**src/rtl/accumulator.sv**
```systemverilog
// Neuron accumulate stage: sums N signed partial products per evaluation and forwards AF config packets.
// Optional feature macro: ACC_BIAS_EN (each evaluation starts from a configurable bias instead of zero).
module accumulator #(
  parameter  int NETWORK_SIZE = 256,
  localparam int SOURCE_WIDTH = $clog2(NETWORK_SIZE),
  // clog2(sqrt(N)*2), written with integer math on clog2(N)
  localparam int SEQ_WIDTH    = (SOURCE_WIDTH + 1) / 2 + 1,
  localparam int PAYLOAD_WIDTH = 32,
  localparam int TYPE_WIDTH    = 3
) (
  input  logic                     clk,
  input  logic                     rst,
  input  logic                     MUL_ACC_valid,
  input  logic [TYPE_WIDTH-1:0]    MUL_ACC_type,
  input  logic [SEQ_WIDTH-1:0]     MUL_ACC_seqNum,
  input  logic [SOURCE_WIDTH-1:0]  MUL_ACC_inputNum,
  input  logic [PAYLOAD_WIDTH-1:0] MUL_ACC_data,
  output logic                     ACC_MUL_halt,
  input  logic                     ACC_AF_halt,
  output logic                     ACC_AF_valid,
  output logic [TYPE_WIDTH-1:0]    ACC_AF_type,
  output logic [SEQ_WIDTH-1:0]     ACC_AF_seqNum,
  output logic [PAYLOAD_WIDTH-1:0] ACC_AF_data,
  output logic                     ACC_err
);

  localparam int CNT_W = SOURCE_WIDTH + 1;

  localparam logic [TYPE_WIDTH-1:0] TYPE_DATA       = 3'b000;
  localparam logic [TYPE_WIDTH-1:0] TYPE_CONF_INB   = 3'b001;
  localparam logic [TYPE_WIDTH-1:0] TYPE_CONF_AFLUT = 3'b100;
  localparam logic [TYPE_WIDTH-1:0] TYPE_CONF_AFLB  = 3'b101;
  localparam logic [TYPE_WIDTH-1:0] TYPE_CONF_AFUB  = 3'b110;

  localparam logic [0:0] IDLE = 1'b0;
  localparam logic [0:0] ACC  = 1'b1;

  logic [0:0]               state;
  logic [CNT_W-1:0]         cnt;
  logic [CNT_W-1:0]         num_inputs;
  logic [PAYLOAD_WIDTH-1:0] sum;
  logic [SEQ_WIDTH-1:0]     cur_seq;
  logic [PAYLOAD_WIDTH-1:0] init_val;

`ifdef ACC_BIAS_EN
  logic [PAYLOAD_WIDTH-1:0] bias;
  assign init_val = bias;
`else
  assign init_val = '0;
`endif

  logic                     accept;
  logic                     seq_err;
  logic [PAYLOAD_WIDTH-1:0] base;
  logic [PAYLOAD_WIDTH:0]   sum_wide;
  logic [PAYLOAD_WIDTH-1:0] sat_sum;
  logic [CNT_W-1:0]         cnt_next;
  logic                     complete;

  assign ACC_MUL_halt = ACC_AF_valid & ACC_AF_halt;
  assign accept       = MUL_ACC_valid & ~ACC_MUL_halt;
  assign seq_err      = (state == ACC) && (MUL_ACC_seqNum != cur_seq);

  // A new evaluation (from IDLE or after a sequence error) starts from init; otherwise continue the running sum.
  always_comb begin
    base     = ((state == ACC) && !seq_err) ? sum : init_val;
    sum_wide = {base[PAYLOAD_WIDTH-1], base} + {MUL_ACC_data[PAYLOAD_WIDTH-1], MUL_ACC_data};
    sat_sum  = sum_wide[PAYLOAD_WIDTH-1:0];
    if (sum_wide[PAYLOAD_WIDTH] != sum_wide[PAYLOAD_WIDTH-1])
      sat_sum = sum_wide[PAYLOAD_WIDTH] ? 32'h8000_0000 : 32'h7FFF_FFFF;
    cnt_next = ((state == ACC) && !seq_err) ? cnt + CNT_W'(1) : CNT_W'(1);
    complete = (num_inputs != '0) && (cnt_next == num_inputs);
  end

  always_ff @(posedge clk or negedge rst) begin
    if (!rst) begin
      state         <= IDLE;
      cnt           <= '0;
      num_inputs    <= '0;
      sum           <= '0;
      cur_seq       <= '0;
`ifdef ACC_BIAS_EN
      bias          <= '0;
`endif
      ACC_AF_valid  <= 1'b0;
      ACC_AF_type   <= '0;
      ACC_AF_seqNum <= '0;
      ACC_AF_data   <= '0;
      ACC_err       <= 1'b0;
    end else begin
      ACC_err <= 1'b0;
      if (ACC_AF_valid && !ACC_AF_halt)
        ACC_AF_valid <= 1'b0;
      if (accept) begin
        case (MUL_ACC_type)
          TYPE_DATA: begin
            if (seq_err)
              ACC_err <= 1'b1;
            if (complete) begin
              ACC_AF_valid  <= 1'b1;
              ACC_AF_type   <= TYPE_DATA;
              ACC_AF_seqNum <= MUL_ACC_seqNum;
              ACC_AF_data   <= sat_sum;
              sum           <= '0;
              cnt           <= '0;
              state         <= IDLE;
            end else begin
              sum     <= sat_sum;
              cnt     <= cnt_next;
              cur_seq <= MUL_ACC_seqNum;
              state   <= ACC;
            end
          end
          TYPE_CONF_INB: begin
            if (MUL_ACC_inputNum == '0)
              num_inputs <= MUL_ACC_data[SOURCE_WIDTH:0];
`ifdef ACC_BIAS_EN
            else if (MUL_ACC_inputNum == SOURCE_WIDTH'(1))
              bias <= MUL_ACC_data;
`endif
            sum   <= '0;
            cnt   <= '0;
            state <= IDLE;
          end
          TYPE_CONF_AFLUT, TYPE_CONF_AFLB, TYPE_CONF_AFUB: begin
            ACC_AF_valid  <= 1'b1;
            ACC_AF_type   <= MUL_ACC_type;
            ACC_AF_seqNum <= MUL_ACC_seqNum;
            ACC_AF_data   <= MUL_ACC_data;
          end
          default: ;
        endcase
      end
    end
  end

endmodule

```
**config.mk**
```make
export PLATFORM = sky130hd
export DESIGN_NAME = accumulator
export DESIGN_NICKNAME = d
export VERILOG_FILES = /design/src/rtl/accumulator.sv
export SDC_FILE = /design/constraint.sdc
export NUM_CORES = 1
export LEC_CHECK = 0
export CORE_ASPECT_RATIO = 0.5
export CORE_UTILIZATION = 61
export CTS_CLUSTER_SIZE = 20
export DETAILED_ROUTE_END_ITERATION = 8
export GPL_ROUTABILITY_DRIVEN = 0
export GPL_TIMING_DRIVEN = 0
export PLACE_DENSITY_LB_ADDON = 0.05
export RECOVER_POWER = 25
export SLEW_MARGIN = 20
export SYNTH_ARGS = -nofsm -noshare
export SYNTH_HDL_FRONTEND = slang
export SYNTH_SLANG_ARGS = --single-unit
```
**constraint.sdc**
```tcl
create_clock -name clk -period 6.9 [get_ports clk]
set_input_delay 0.69 -clock clk [delete_from_list [all_inputs] [get_ports clk]]
set_output_delay 0.69 -clock clk [all_outputs]
set_load 0.05 [all_outputs]
```
==> run_results.csv, run 1 <==
group,metric,value,unit
clock_network,clock_sinks,98,
floorplanning,initial_core_util,63.5,%
final_layout,design_area,8490,µm²
floorplanning,die_height,78.1,µm
synthesis,syn_nets,897,
sta,relSlewSlack,-96.5,%
worst_setup_path,worstPathMaxFanout,10,
worst_setup_path,crit_top_cell,"buf_2",
final_layout,seqCellArea,2450,µm²
sta,worst_pin_slew,2950,ps
synthesis,ys_types,72,
global_route,antenna_found_initial,0,
routing,num_vias,6986,
power,leakagePower,3.67,nW
hold_path,min-delay-start,"sum[4]",
sta,hold_slack,476,ps
worst_setup_path,start_kind,"input pin",
routing,via_per_inst,6.55,
sta,maxSlewViolCount,101,
worst_setup_path,crit_required,7210,ps
power,ir_drop,0.000126,V
synthesis,synth_cells,811,
routing,wl_per_cell,19.8,µm
global_route,grt_max_degree,56,
worst_setup_path,critPathMaxStageDelay,630,ps
sta,rsz0062_at_grt,"false",
routing,ant_nets,0,
synthesis,synth_warnings,0,
global_route,grt_overflow,0,
routing,wirelength,21200,µm
place,port_buffers,94,
final_layout,final_nets,1003,
global_route,grt.total_usage,36.4,%
clock_network,htreeDepth,3,
worst_setup_path,reg2reg_to,"ACC_AF_data[27]",
synthesis,avgSynthCellArea,8.71,µm²
routing,drc,0,
worst_setup_path,cp-end-kind,"register",
place,place_area,8210,µm²
clock_network,clkSlewWorstSetupHoldPaths,80,ps
sta,min_period,5820,ps
worst_setup_path,crit_buf_inv,4,
flow_run,cap_violations,2,
hold_path,hold_depth,2,
clock_network,numCtsBuffers,9,
hold_path,whs_endpoint,"sum[4]",
final_layout,diodes,0,
worst_setup_path,critPathTopFamily,"compound AO/OA/AOI/OAI gates",
run_status,status,"finished, violations left",
synthesis,synth_ff_type,"dfrtp_1",
synthesis,seq_area_frac_synth,34.7,%
sta,fin_tns_setup,0,ps
clock_network,ctsHoldBuffers,0,
worst_setup_path,reg2reg_slack,1510,ps
sta,finalHoldViolCount,0,
worst_setup_path,rr_startpoint,"cur_seq[1]",
hold_path,hold_class,"reg2reg",
final_layout,fin_cells,1067,
worst_setup_path,rr_worst_depth,17,
final_layout,fillers,809,
worst_setup_path,arrival,6130,ps
final_layout,final_layout_size_suffix_gt1_share,6.83,%
synthesis,synth_area,7060,µm²
global_route,grt_pass1_vias,6503,
floorplanning,dieArea,12000,µm²
clock_network,tritoncts,"done",
run_status,failed_checks,"capacitance limit, slew limit",
final_layout,multi_input_area,4350,µm²
floorplanning,num_io_pins,95,
sta,setup_viol,0,
clock_network,ctsLongestPathBuffers,2,
worst_setup_path,critPathSlowestCell,"a211oi_2",
clock_network,cts-resized-gates,0,
final_layout,syn_to_final_growth,20.2,%
clock_network,clk_latency,360,ps
clock_network,cts_root_buf,"clkbuf_16",
floorplanning,rows,27,
sta,finClkSkew,13.6,ps
sta,fmax,0.172,GHz
floorplanning,die_w,154,µm
clock_network,post_cts.repair.setup_buffers,0,
worst_setup_path,critical_path_class,"in2reg",
synthesis,synth_edf_count,0,
sta,finalCritPeriodShare,84.3,%
routing,drt_iter0_drc,666,
synthesis,synth_seq_cells,98,
global_route,grt_pass1_wl,33700,µm
place,dp_hpwl,15600,µm
routing,dr.pass1.iters,5,
synthesis,async_flop_share,100,%
floorplanning,core,11100,µm²
final_layout,fin_util,76.4,%
place,dp_cells,1051,
power,p_per_area,212,nW/µm²
worst_setup_path,path_cells,"clkdlybuf4s50_1, xnor2_1, nand3_1, nor2_1, buf_2, buf_1, and2_1, ha_1, fa_1, a211oi_1, o21ai_1, o2111ai_1, a21oi_1, nor3_1, a211oi_2, buf_2, a21boi_1, o22a_1",
-- flip-flops by register name (all words and copies together) (netlist names) --
register	cells
ACC_AF_data	32
ACC_AF_type	3
state	1
ACC_AF_seqNum	5
num_inputs	9
cur_seq	5
cnt	9
sum	32
ACC_AF_valid	1
ACC_err	1
-- layer usage --
layer | vias to the layer above | wire length (µm) | global-route usage (%)
met2 | 378 | 9120 | 54.7
li1 | 3214 | - | -
met5 | - | 0 | 0
met4 | 0 | 555 | 13.1
met1 | 3341 | 9350 | 52.0
met3 | 53 | 2140 | 7.62
-- how the worst max path moves through the flow --
| stage | start | end | cells after the start |
|---|---|---|---|
| after detailed placement | MUL_ACC_seqNum[3] | ACC_AF_data[27] | 18 |
| after floorplan | MUL_ACC_seqNum[4] | sum[12] | 17 |
| final | MUL_ACC_seqNum[3] | ACC_AF_data[27] | 18 |
| after global placement | MUL_ACC_seqNum[3] | ACC_AF_data[2] | 18 |
| after CTS | MUL_ACC_seqNum[3] | ACC_AF_data[27] | 18 |
| after global routing | MUL_ACC_seqNum[3] | ACC_AF_data[2] | 18 |
-- through the flow --
step                      setup slack [ps]  power, mW
after CTS                             1270       1.80
after global routing                   734       1.87
after floorplan                       2780       1.06
after detailed placement               933       1.26
final                                 1080       1.80
after global placement                1100       1.25
-- layout make-up --
cell class / count / area share, %
buffer: 49 / 2.58
clock buffer: 9 / 2.65
clock inverter: 7 / 1.00
inverter: 12 / 0.530
multi-input combinational: 652 / 51.2
sequential: 98 / 28.9
tap: 145 / 2.14
timing repair buffer: 95 / 11.0
-- worst min-delay path, stage by stage (launching register included) --
cell and delay, ps:
dfrtp_1 340, nand2_1 40, o21ai_0 60
-- report_power, final --
part	switching [mW]	internal [mW]
Sequential	0.0493	0.658
Combinational	0.345	0.206
Clock	0.253	0.289
-- cells in the mapped netlist (3+ instances only) --
cell / number / area (µm²)
and3_1: 11 / 68.8
o31ai_1: 12 / 90.1
a32oi_1: 6 / 52.6
nand2b_1: 5 / 31.3
a21o_1: 20 / 150
and2_1: 41 / 257
o22a_1: 9 / 78.8
a21boi_1: 6 / 45.0
inv_1: 12 / 45.0
xor2_1: 14 / 123
mux2i_1: 9 / 90.1
o21bai_1: 3 / 22.5
a211oi_1: 24 / 180
o211ai_1: 10 / 75.1
mux2_1: 6 / 67.6
o21ai_1: 23 / 115
mux2_2: 15 / 169
dfrtp_1: 98 / 2450
ha_1: 33 / 413
a31oi_1: 5 / 31.3
nor4_1: 4 / 25.0
nand4_1: 7 / 43.8
a22o_1: 13 / 114
nand3_1: 19 / 95.1
a211o_1: 3 / 26.3
nor2_1: 42 / 158
nor3_1: 9 / 45.0
buf_2: 13 / 65.1
nand2_1: 100 / 375
xnor2_1: 26 / 228
a21oi_1: 59 / 295
o21ai_0: 49 / 245
a2bb2oi_1: 11 / 96.3
a21boi_0: 6 / 45.0
o211a_1: 3 / 30.0
buf_4: 5 / 37.5
clkbuf_1: 29 / 109
-- placed cells by master, fill, tap and decap left out, types with 3 or more instances in the layout --
cell type | synthesis | final
o211a_1 | 3 | 3
a2bb2oi_1 | 11 | 11
a21oi_1 | 59 | 59
nor3_1 | 9 | 9
nand2_1 | 100 | 100
clkdlybuf4s50_1 | 0 | 93
o31ai_1 | 12 | 12
and2_1 | 41 | 41
clkbuf_1 | 29 | 31
a31oi_1 | 5 | 5
buf_2 | 13 | 13
nor2_1 | 42 | 42
a211o_1 | 3 | 3
nand2b_1 | 5 | 5
nand4_1 | 7 | 7
nor4_1 | 4 | 4
inv_1 | 12 | 12
a32oi_1 | 6 | 6
a21o_1 | 20 | 20
dfrtp_1 | 98 | 98
xor2_1 | 14 | 14
xnor2_1 | 26 | 26
o211ai_1 | 10 | 10
a211oi_1 | 24 | 24
and3_1 | 11 | 11
buf_4 | 5 | 5
mux2_1 | 6 | 6
mux2i_1 | 9 | 9
o21ai_0 | 49 | 49
a22o_1 | 13 | 13
o21bai_1 | 3 | 3
mux2_2 | 15 | 15
nand3_1 | 19 | 19
o21ai_1 | 23 | 23
a21boi_0 | 6 | 6
ha_1 | 33 | 33
clkbuf_16 | 0 | 9
o22a_1 | 9 | 9
a21boi_1 | 6 | 6
-- logic make-up (layout without fill, tap and decap cells) --
family                   count (synthesis)  count (layout)  synth area share, %
AO/OA/AOI/OAI                          291             291                 28.1
AND/OR/NAND/NOR                        257             257                 17.7
buffers and inverters                   61             172                 3.74
adder cells (fa/ha/maj)                 34              34                 6.13
multiplexers                            30              30                 4.62
XOR/XNOR                                40              40                 4.96
flip-flops                              98              98                 34.7
Power figures use the tool's default switching activity.
==> run 2, diff against run 1 <==
Settings changed: CORE_UTILIZATION 61 to 56.
Clock period 6.9 ns to 6 ns, I/O delays scaled along.
==> run 2 against run 1 <==
Critical path type unchanged. Combinational power rose by 15%. Total power rose by 16%. Setup slack got worse by 680 ps. Cell area rose by 0.56%. The flow still finishes with violations (capacitance limit, slew limit). Sequential cell count did not move. Sequential share of layout area fell by 0.16 points. Clock-buffer cell count did not move. Clock power rose by 17%. Hold slack got worse by 53 ps. Critical path depth did not move. Highest routed layer unchanged. Largest power group unchanged. Final cell count rose by 1.9%. Die area rose by 8.7%.
==> run_results.csv, run 2 (synthesized netlist as in run 1, its figures left out) <==
group,metric,value,unit
run_status,status,"finished, violations left",
clock_network,cts_root_buf,"clkbuf_16",
sta,maxSlewViolCount,79,
global_route,grt_pass1_wl,33700,µm
run_status,failed_checks,"capacitance limit, slew limit",
sta,rsz0062_at_grt,"false",
sta,finalCritPeriodShare,93.3,%
flow_run,cap_violations,1,
final_layout,largestRegisters,"ACC_AF_data: 32 flops, sum: 32 flops",
final_layout,fillers,996,
floorplanning,core,12100,µm²
worst_setup_path,cp-end-kind,"register",
worst_setup_path,reg2reg_to,"ACC_AF_data[2]",
floorplanning,initial_core_util,58.6,%
global_route,antenna_found_initial,0,
routing,via_per_inst,6.30,
worst_setup_path,arrival,5870,ps
sta,fin_tns_setup,0,ps
final_layout,syn_to_final_growth,20.9,%
power,p_per_area,244,nW/µm²
worst_setup_path,rr_worst_depth,17,
place,port_buffers,94,
floorplanning,rows,28,
clock_network,post_cts.repair.setup_buffers,0,
floorplanning,dieArea,13100,µm²
clock_network,ctsHoldBuffers,0,
routing,dr.pass1.iters,7,
final_layout,final_cell_mix,"nand2_1, dfrtp_1, clkdlybuf4s50_1",
routing,ant_nets,0,
routing,wl_per_cell,20.0,µm
place,dp_hpwl,16100,µm
final_layout,final_common_cell,"nand2_1",
worst_setup_path,rr_startpoint,"cur_seq[4]",
power,ir_drop,0.000159,V
floorplanning,num_io_pins,95,
final_layout,diodes,0,
global_route,grt_overflow,0,
clock_network,htreeDepth,3,
sta,min_period,5600,ps
sta,finClkSkew,10.2,ps
clock_network,ctsLongestPathBuffers,2,
sta,hold_slack,423,ps
clock_network,tritoncts,"done",
worst_setup_path,crit_required,6270,ps
global_route,grt_pass1_vias,6373,
power,leakagePower,3.69,nW
floorplanning,die_height,81.4,µm
clock_network,clock_sinks,98,
sta,relSlewSlack,-149,%
worst_setup_path,start_kind,"input pin",
clock_network,clk_latency,350,ps
worst_setup_path,worstPathMaxFanout,10,
routing,num_vias,6849,
sta,finalHoldViolCount,0,
routing,drc,0,
sta,fmax,0.179,GHz
floorplanning,die_w,161,µm
global_route,grt_max_degree,79,
worst_setup_path,reg2reg_slack,740,ps
clock_network,numCtsBuffers,9,
final_layout,final_layout_size_suffix_gt1_share,6.83,%
global_route,grt.total_usage,33.6,%
routing,drt_iter0_drc,628,
sta,setup_viol,0,
hold_path,hold_class,"in2async",
worst_setup_path,critical_path_class,"in2reg",
sta,worst_pin_slew,3740,ps
clock_network,clkSlewWorstSetupHoldPaths,80,ps
routing,wirelength,21700,µm
final_layout,final_nets,1003,
==> run 2: changes by cell type in the layout (fill, tap and decap cells not counted) <==
cell / delta
inv_6: +1
clkinvlp_4: -1
clkdlybuf4s25_1: +1
a211oi_2: -1
clkbuf_1: -1
clkinv_8: +1
clkinv_4: -1
a211oi_4: +1
==> run 2: stage by stage <==
step	total power [mW]	util [%]	std cells	instance area [µm²]	setup WS (ps)
2_1_floorplan	1.22	-	811	7060	1970
3_3_place_gp	1.44	68.1	1070	8210	159
4_1_cts	2.09	71.0	1087	8560	475
6_report	2.08	70.9	1087	8540	405
5_1_grt	2.17	70.9	1087	8540	105
3_5_place_dp	1.46	68.4	1071	8240	102
==> run 2: cell type report <==
class | count | area (µm²) | share of cell area [%]
inverters | 12 | 45.0 | 0.527
clock inverters | 7 | 93.8 | 1.10
clock buffers | 9 | 225 | 2.64
well taps | 165 | 206 | 2.42
repair buffers | 95 | 945 | 11.1
flip-flops and latches | 98 | 2450 | 28.7
plain buffers | 49 | 219 | 2.56
multi-input cells | 652 | 4350 | 51.0
==> run 2: how the worst max path moves through the flow <==
stage / start / endpoint / cells past startpoint
2_1_floorplan: MUL_ACC_seqNum[4] / sum[12] / 17
3_3_place_gp: MUL_ACC_seqNum[4] / ACC_AF_data[19] / 18
3_5_place_dp: MUL_ACC_seqNum[3] / ACC_AF_data[0] / 18
4_1_cts: MUL_ACC_seqNum[3] / ACC_AF_data[2] / 18
5_1_grt: MUL_ACC_seqNum[3] / ACC_AF_data[23] / 19
6_report: MUL_ACC_seqNum[3] / ACC_AF_data[2] / 18
==> run 2: timing repair <==
action | CTS | global route
gates resized for setup | 0 | 1
endpoints found under the setup margin | 0 | 1
hold endpoints to repair | 0 | 0
==> run 2: per-layer routing <==
layer	track usage, %	vias to the layer above	part of all wire [%]	wire length (µm)
li1	-	3200	-	-
met1	46.3	3319	45	9840
met2	53.3	290	44	9530
met3	7.12	40	8.6	1870
met4	11.6	0	2.2	487
met5	0	-	0	0
==> run 2: where the power goes <==
| group | switching, mW | internal [mW] |
|---|---|---|
| registers | 0.0586 | 0.757 |
| logic | 0.397 | 0.237 |
| clock network | 0.296 | 0.337 |
==> run 2: critical path, stage by stage <==
cell and delay, ps:
clkdlybuf4s50_1 520, xnor2_1 130, nand3_1 270, nor2_1 220
buf_2 280, buf_1 460, and2_1 210, ha_1 210
fa_1 250, a211oi_1 90, o21ai_1 440, o2111ai_1 330
a21oi_1 400, nor3_1 200, a211oi_4 490, buf_2 380
o21ai_0 170, a2bb2oi_1 200
